### config.mk
export PLATFORM = sky130hd
export DESIGN_NAME = scic_mem_arbiter
export DESIGN_NICKNAME = d
export VERILOG_FILES = /design/src/rtl/scic_mem_arbiter.sv
export SDC_FILE = /design/constraint.sdc
export NUM_CORES = 1
export LEC_CHECK = 0
export BUFFER_PORTS_ARGS = -buffer_cell sky130_fd_sc_hd__buf_2
export CORE_ASPECT_RATIO = 2
export CORE_MARGIN = 3
export CORE_UTILIZATION = 47
export DETAILED_ROUTE_END_ITERATION = 12
export GPL_ROUTABILITY_DRIVEN = 1
export PLACE_DENSITY_LB_ADDON = 0.1
export SKIP_CTS_REPAIR_TIMING = 1
export SYNTH_ARGS = -nofsm -noshare
export SYNTH_HDL_FRONTEND = slang
export SYNTH_SLANG_ARGS = --single-unit
### constraint.sdc
create_clock -name clock -period 1.9 [get_ports clock]
set_input_delay 0.38 -clock clock [delete_from_list [all_inputs] [get_ports clock]]
set_output_delay 0.38 -clock clock [all_outputs]
set_load 0.01 [all_outputs]
### src/rtl/scic_mem_arbiter.sv
// scic_mem_arbiter: shares the SCIC single-port program/data memory
// between the CPU core and the program loader.
//
// Each accepted request runs IDLE -> ACCESS -> RESP -> IDLE. The
// address, write data and write flag are latched when the request is
// accepted. The memory returns read data in RESP. The owner's ack
// pulses in RESP.
//
// Parameters : ADDR_W (word address width), DATA_W (word width)
// Clock/reset: clock, reset (synchronous, active high)
// CPU port   : cpu_req, cpu_we, cpu_addr, cpu_wdata -> cpu_ack, cpu_rdata
// Loader port: ldr_req, ldr_we, ldr_addr, ldr_wdata -> ldr_ack, ldr_rdata
// Memory     : mem_en, mem_we, mem_addr, mem_wdata <- mem_rdata
// Status     : busy (high in ACCESS and RESP)
//
// Build option: define SCIC_ARB_ROUND_ROBIN_EN for round-robin tie
// breaking. Without it, the CPU always wins a tie.

module scic_mem_arbiter #(
   parameter int ADDR_W = 16,
   parameter int DATA_W = 32
) (
   input  logic              clock,
   input  logic              reset,
   input  logic              cpu_req,
   input  logic              cpu_we,
   input  logic [ADDR_W-1:0] cpu_addr,
   input  logic [DATA_W-1:0] cpu_wdata,
   output logic              cpu_ack,
   output logic [DATA_W-1:0] cpu_rdata,
   input  logic              ldr_req,
   input  logic              ldr_we,
   input  logic [ADDR_W-1:0] ldr_addr,
   input  logic [DATA_W-1:0] ldr_wdata,
   output logic              ldr_ack,
   output logic [DATA_W-1:0] ldr_rdata,
   output logic              mem_en,
   output logic              mem_we,
   output logic [ADDR_W-1:0] mem_addr,
   output logic [DATA_W-1:0] mem_wdata,
   input  logic [DATA_W-1:0] mem_rdata,
   output logic              busy
);

   typedef enum logic [1:0] {
      IDLE,
      ACCESS,
      RESP
   } state_t;

   state_t            state;
   logic              own_ldr;
   logic              lat_we;
   logic [DATA_W-1:0] cpu_hold;
   logic [DATA_W-1:0] ldr_hold;
   logic              grant_ldr;

`ifdef SCIC_ARB_ROUND_ROBIN_EN
   // 1 = loader was served most recently
   logic              last_ldr;

   // A lone requester wins. A tie goes to the side not served last.
   always_comb begin
      grant_ldr = ldr_req && (!cpu_req || !last_ldr);
   end
`else
   // Fixed priority: the loader wins only when the CPU is quiet.
   always_comb begin
      grant_ldr = ldr_req && !cpu_req;
   end
`endif

   always_ff @(posedge clock) begin
      if (reset) begin
         state     <= IDLE;
         own_ldr   <= 1'b0;
         lat_we    <= 1'b0;
         mem_en    <= 1'b0;
         mem_we    <= 1'b0;
         mem_addr  <= '0;
         mem_wdata <= '0;
         cpu_ack   <= 1'b0;
         ldr_ack   <= 1'b0;
         busy      <= 1'b0;
         cpu_hold  <= '0;
         ldr_hold  <= '0;
`ifdef SCIC_ARB_ROUND_ROBIN_EN
         last_ldr  <= 1'b1;
`endif
      end else begin
         unique case (state)
            IDLE: begin
               if (cpu_req || ldr_req) begin
                  // The mem_* registers double as the request latch.
                  own_ldr   <= grant_ldr;
                  lat_we    <= grant_ldr ? ldr_we : cpu_we;
                  mem_en    <= 1'b1;
                  mem_we    <= grant_ldr ? ldr_we : cpu_we;
                  mem_addr  <= grant_ldr ? ldr_addr : cpu_addr;
                  mem_wdata <= grant_ldr ? ldr_wdata : cpu_wdata;
                  busy      <= 1'b1;
                  state     <= ACCESS;
`ifdef SCIC_ARB_ROUND_ROBIN_EN
                  last_ldr  <= grant_ldr;
`endif
               end
            end
            ACCESS: begin
               mem_en  <= 1'b0;
               mem_we  <= 1'b0;
               cpu_ack <= !own_ldr;
               ldr_ack <= own_ldr;
               state   <= RESP;
            end
            RESP: begin
               cpu_ack <= 1'b0;
               ldr_ack <= 1'b0;
               busy    <= 1'b0;
               if (!lat_we) begin
                  if (own_ldr) begin
                     ldr_hold <= mem_rdata;
                  end else begin
                     cpu_hold <= mem_rdata;
                  end
               end
               state <= IDLE;
            end
            default: begin
               state <= IDLE;
            end
         endcase
      end
   end

   // Read data goes straight through during the owner's read ack.
   // Otherwise the last captured read is shown.
   assign cpu_rdata = (cpu_ack && !lat_we) ? mem_rdata : cpu_hold;
   assign ldr_rdata = (ldr_ack && !lat_we) ? mem_rdata : ldr_hold;

endmodule

### After elaboration in Yosys (flattened, before gate mapping)

Cells that the tools add are included.

* register bits: 121
* input bits: 134
* output and inout port bits: 117
* logic and storage cells: 47

* equal/unequal tests: 3
* multiplexer cells: 14
* bitwise logic cells: 2
* reduce and logical (&&, ||, !) cells: 16

Operators with widths (count)
* 32-bit 2-to-1 mux: 3
* 16-bit 2-to-1 mux: 1
* 1-bit case mux with 2 select lines: 5
* 2-bit AND reduction: 3
* 3-bit AND reduction: 2
* 2-bit nonzero test: 3
* 2-bit case mux with 2 select lines: 1
* 1-bit logical AND: 3
* 1-bit zero test: 3
* 1-bit 2-to-1 mux: 3
* 2-bit by 1-bit == test with 1-bit output, second input constant: 1
* 2-bit == test, second input constant: 1
* 2-bit zero test: 1
* 2-bit 2-to-1 mux: 1
* 2-bit inequality test, second input constant: 1
* 1-bit NOT: 2
* 1-bit logical OR: 1

### Depth between registers and ports, before layout

Gate-level depths: netlist (run 1).

* depth in word-level cells: 5
* depth in mapped cells: 8
* gate-level depth less buffers: 5

### Worst setup path after synthesis (run 1)

No wires, ideal clock.

* path type: register to output
* start point: register ldr_ack
* end point: output ldr_rdata[4]
* data arrival time: 1.276 ns
* required time: 1.520 ns
* setup slack: 0.244 ns
* stages on the path, launching flop included: 5
* path buffers: 2
* cells stage by stage: dfxtp_1 > nor2b_1 > clkbuf_1 > buf_2 > mux2_1

* cells in the longest elaborated chain, start to end: 2

Ends and longest elaborated chain
* start: declaration: line 35 `output logic ldr_ack,`
* start signal: assignment: line 112 `ldr_ack <= own_ldr;`
* 1-bit logical AND: line 138 `assign ldr_rdata = (ldr_ack && !lat_we) ? mem_rdata : ldr_hold;`
* 32-bit 2-to-1 mux: line 138
* end: declaration: line 36 `output logic [DATA_W-1:0] ldr_rdata,`

Every way passes these cells.

### Worst setup path after layout (run 1)

* start point: register ldr_ack
* end point: output ldr_rdata[1]

The elaborated chain is that of the path after synthesis.

==> metrics.csv, run 1 <==
metric;value;unit
failing checks;setup timing;
setup ws final;-0.251;ns
Bufs on Longest Clock Path;2;
FMAX;0.465;GHz
number of synthesized flops with an enable pin;0;
simple-gate share of the synthesized area;17.8;%
worst-case vdd ir drop;706;uV
Num Clock Sinks;121;
Tot Pwr;8110;uW
Wirelength per Cell;17.2;um
critical path fanouts, max;8;
setup violators final;64;
combinational share of power;25.3;%
TritonCTS clock tree;done;
Core Rows;55;
clock group share of total power;39.2;%
gr usage total;24.0;%
Synth async-reset ratio;0;%
Final ANT Viol Nets;0;
Warnings, synthesis;0;
post-synthesis mux area share;13.7;%
main combinational cell family by area after synthesis;compound AO/OA/AOI/OAI gates;
normalized max-slew margin;72.5;%
post-synthesis compound-gate area fraction;18.2;%
pwr dens;981;mW/mm^2
largest net degree at the start of global routing;53;
sequential element share of the synthesized area;44.2;%
Root Buffer;clkbuf_16;
Port Buf Inserts;250;
non-filler cells, final;1062;
Hold Fails Final Rpt;0;
Worst Hold Class;input port to flip-flop;
Layout area overhead;50.8;%
first-pass GRT wire length;24.6;mm
Final #Nets;1047;
TritonCTS buffer count;17;
Int Power;5830;uW
Crit. End Element;primary output;
Placer Congestion;0.822;
met2 GRT Util;43.9;%
Synth Area in XOR/XNOR;0;%
io pins;251;
vias in the first global route;5489;
DRT Pass-1 Iters;4;
gr busiest metal;met2;
Antenna Cells;0;
post-synth design cell area;0.00548;mm^2
placed cell area;0.00692;mm^2
status;complete, but fails checks;
synthesized-area fraction occupied by adder cells;1.14;%
mean number of vias per cell;5.43;
Hold WS;0.217;ns
Net Switching;2270;uW
clock skew;0.0102;ns
fin crit share;113;%
Max Cap Violations;0;
Worst Tran Pin Value;0.412;ns
initial antenna violation count;0;
Yosys reg bits;121;
final slew viol count;0;
Total Routed Length;18.3;mm
Setup CP Type;flip-flop to primary output;
via count;5768;
CTS clock-pin slew for the worst setup and hold paths;0.06;ns
Leakage;0.00380;uW
min Tclk post-route;2.15;ns
Avg Inst Size Synth;8.18;um^2
crit start category;flip-flop;
gr ovfl total;0;
top_reg_cell synth;dfxtp_1;
unrepaired setup endpoints after global routing;yes;
Inst Count DP;1023;
Residual DRC;0;
share of cells above drive strength 1;40.9;%
hpwl dp;11.2;mm
Net Sw Frac;28.1;%
GR Layer Usage met1;24.3;%
worst path required time;1.52;ns
design area;0.00826;mm^2
Post-Synthesis Cells;670;
Initial Utilization;48.2;%
Core Area;0.0114;mm^2
syn nets;809;
Iter 0 DRT Violations;256;
count of cell types in the netlist;29;
M3 GR Usage;6.96;%
fill count;872;
Die Area;0.0131;mm^2
Clock Latency Late Sink;0.40;ns
Die H;159;um
share of power burned in registers;35.5;%
Critical Path AT;1.77;ns
Die X;82.3;um
H-tree levels;4;
## area by class of cell
class	count	area [um^2]	area share, %
inverter	3	11.3	0.136
timing repair buffer	275	2020	24.4
tap	142	178	2.15
clock inverter	12	153	1.85
clock buffer	19	433	5.24
sequential	121	2420	29.4
multi-input combinational	490	3040	36.8
## worst paths after layout
kind	end	slack, ns	cells past startpoint	startpoint
max reg2reg	cpu_hold[10]$_SDFFE_PP0P_	0.15	6	state[0]$_SDFFE_PP0P_
max	ldr_rdata[1]	-0.25	4	ldr_ack$_SDFFE_PP0P_
min reg2reg	ldr_hold[29]$_SDFFE_PP0P_	0.45	2	ldr_hold[29]$_SDFFE_PP0P_
min	mem_addr[4]$_SDFFE_PP0P_	0.22	3	cpu_addr[4]
## state kept, by name, indices dropped and copies added, names as in the netlist
signal / cells
mem_wdata: 32
ldr_hold: 32
lat_we: 1
busy: 1
own_ldr: 1
ldr_ack: 1
mem_addr: 16
cpu_ack: 1
cpu_hold: 32
mem_we: 1
mem_en: 1
state: 2
## cell usage after synthesis (all sizes together), types with 2 or more instances
library cell	instances	share of area, %
nor2	53	3.6
nand3b	2	0.27
mux2	64	13
buf	25	2.6
a211oi	48	6.6
mux2i	3	0.55
clkbuf	31	2.1
nand2	180	12
inv	3	0.21
a21oi	116	11
o21ai	3	0.27
nor3b	2	0.46
dfxtp	121	44
nand2b	3	0.34
ha	5	1.1
## stage by stage
step	TNS (ns)	utilization (%)	setup WS (ns)
3_5_place_dp	0	60.9	0.184
2_1_floorplan	0	-	0.244
6_report	-8.90	72.7	-0.251
5_1_grt	-11.52	72.7	-0.296
4_1_cts	-11.63	66.1	-0.213
3_3_place_gp	0	60.9	0.250
## per-layer routing
layer  wire [um]  share of wire [%]
met5           0                  0
met4         762                4.2
met3        1280                7.0
met2       10100                 55
met1        6190                 34
## worst max-delay path, cell delays in order (launching register included)
cell	delay, ns
dfxtp_2	0.34
nor2b_4	0.32
buf_8	0.21
mux2_2	0.36
buf_2	0.14
## logic make-up (layout without fill, tap and decap cells)
group           Yosys count  count (layout)
compound gates          172             172
fa+ha+maj                 5               5
buf+inv                  59             309
flops                   121             121
mux                      67              67
simple gates            246             246
## cell usage in the layout, fill, tap and decap left out, types with 5 or more instances in the layout
master,n
buf_6,60
buf_4,11
nor2_1,53
clkbuf_16,21
a211oi_1,48
mux2_4,59
ha_1,5
buf_12,10
buf_2,189
dfxtp_1,119
nand2_1,180
a21oi_1,116
## power by group through the flow
stage / Combinational, uW / Sequential [uW] / Clock (uW)
after floorplan: 901 / 2990 / 0
after global placement: 1630 / 2920 / 0
after detailed placement: 1660 / 2920 / 0
after CTS: 1670 / 2880 / 3230
after global routing: 2220 / 2900 / 3340
final: 2050 / 2880 / 3170
(Power assumes the default switching activity.)
==> run 2: changes to the inputs <==
--- a/config.mk
+++ b/config.mk
@@ -8,7 +8,7 @@
 export BUFFER_PORTS_ARGS = -buffer_cell sky130_fd_sc_hd__buf_2
 export CORE_ASPECT_RATIO = 2
 export CORE_MARGIN = 3
-export CORE_UTILIZATION = 47
+export CORE_UTILIZATION = 30
 export DETAILED_ROUTE_END_ITERATION = 12
 export GPL_ROUTABILITY_DRIVEN = 1
 export PLACE_DENSITY_LB_ADDON = 0.1
==> metrics.csv, run 2 (same netlist as run 1, synthesis figures left out) <==
metric;value;unit
Tot Pwr;7960;uW
Core Area;0.0179;mm^2
Final #Nets;1049;
Die X;102;um
worst-case vdd ir drop;527;uV
Iter 0 DRT Violations;119;
Leakage;0.00378;uW
non-filler cells, final;1134;
via count;5527;
vias in the first global route;5502;
Largest regs;cpu_hold (32), ldr_hold (32), mem_wdata (32);
setup violators final;64;
io pins;251;
Port Buf Inserts;250;
share of cells above drive strength 1;41.0;%
Antenna Cells;0;
final slew viol count;0;
largest net degree at the start of global routing;45;
critical path fanouts, max;8;
first-pass GRT wire length;28.2;mm
Clock Latency Late Sink;0.41;ns
CTS clock-pin slew for the worst setup and hold paths;0.06;ns
DRT Pass-1 Iters;4;
gr usage total;17.8;%
most common cell after layout, fill and taps aside;buf_2;
Num Clock Sinks;121;
Multi-input gate area;0.00302;mm^2
Worst Hold Class;input port to flip-flop;
most frequent cells in the layout;195 x buf_2, 180 x nand2_1, 119 x dfxtp_1, 116 x a21oi_1;
Root Buffer;clkbuf_16;
initial antenna violation count;0;
unrepaired setup endpoints after global routing;yes;
Initial Utilization;30.7;%
Critical Path AT;1.64;ns
TritonCTS clock tree;done;
Crit. End Element;primary output;
Placer Congestion;0.768;
Setup WS pre-CTS;0.218;ns
fin crit share;106;%
crit start category;flip-flop;
FMAX;0.494;GHz
Hold Fails Final Rpt;0;
Max Cap Violations;0;
status;complete, but fails checks;
clock skew;0.0112;ns
TritonCTS buffer count;17;
Die H;197;um
Wirelength per Cell;16.6;um
Inst Count DP;1097;
Worst Tran Pin Value;0.480;ns
hpwl dp;12.5;mm
register area;0.00243;mm^2
gr ovfl total;0;
Residual DRC;0;
Bufs on Longest Clock Path;2;
Final ANT Viol Nets;0;
failing checks;setup timing;
setup ws final;-0.123;ns
pwr dens;955;mW/mm^2
worst path required time;1.52;ns
Layout area overhead;52.1;%
fill count;1805;
Die Area;0.0200;mm^2
Setup CP Type;flip-flop to primary output;
normalized max-slew margin;67.9;%
H-tree levels;4;
mean number of vias per cell;4.87;
min Tclk post-route;2.02;ns
Total Routed Length;18.8;mm
Core Rows;69;
[run 2: worst max-delay path, stage by stage, from the launching register on]
cell	delay (ns)
dfxtp_2	0.33
nor2b_4	0.15
buf_12	0.14
clkbuf_16	0.18
mux2_4	0.32
buf_6	0.12
[run 2: final cells by class]
| cell class | count | area share, % |
|---|---|---|
| Multi-Input combinational cell | 490 | 36.3 |
| Inverter | 3 | 0.135 |
| Clock buffer | 21 | 5.53 |
| Tap cell | 213 | 3.20 |
| Timing Repair Buffer | 277 | 24.5 |
| Sequential cell | 121 | 29.1 |
| Clock inverter | 9 | 1.20 |
[run 2: routing by layer]
layer / wire length (um) / share of wire, % / vias up / GRT usage [%]
met5: 0 / 0 / - / 0
met4: 325 / 1.7 / 0 / 6.80
met3: 1110 / 5.9 / 24 / 5.02
met2: 10300 / 55 / 188 / 32.4
met1: 7080 / 38 / 2566 / 19.0
li1: - / - / 2749 / -
[run 2: where the power goes]
group          switching, uW  total, uW  internal, uW
registers                118       2880          2760
logic                   1010       2000           990
clock network           1120       3090          1970
[run 2: stage by stage]
stage	TNS [ns]	instance area (um^2)	hold slack (ns)	util, %
floorplan	0	5480	0.432	-
global placement	0	7080	0.439	39.6
detailed placement	0	7080	0.443	39.6
CTS	-11.19	7640	0.181	42.8
global route	-8.72	8330	0.201	46.6
finish	-4.95	8330	0.207	46.6
[run 2: final timing paths]
path,startpoint,to,slack [ns],depth (start not counted)
worst max-delay path,ldr_ack$_SDFFE_PP0P_,ldr_rdata[1],-0.12,5
worst min-delay path,cpu_wdata[13],mem_wdata[13]$_SDFFE_PP0P_,0.21,3
worst max register to register,state[0]$_SDFFE_PP0P_,state[1]$_SDFFE_PP0P_,0.22,6
worst min register to register,ldr_hold[14]$_SDFFE_PP0P_,ldr_hold[14]$_SDFFE_PP0P_,0.45,2
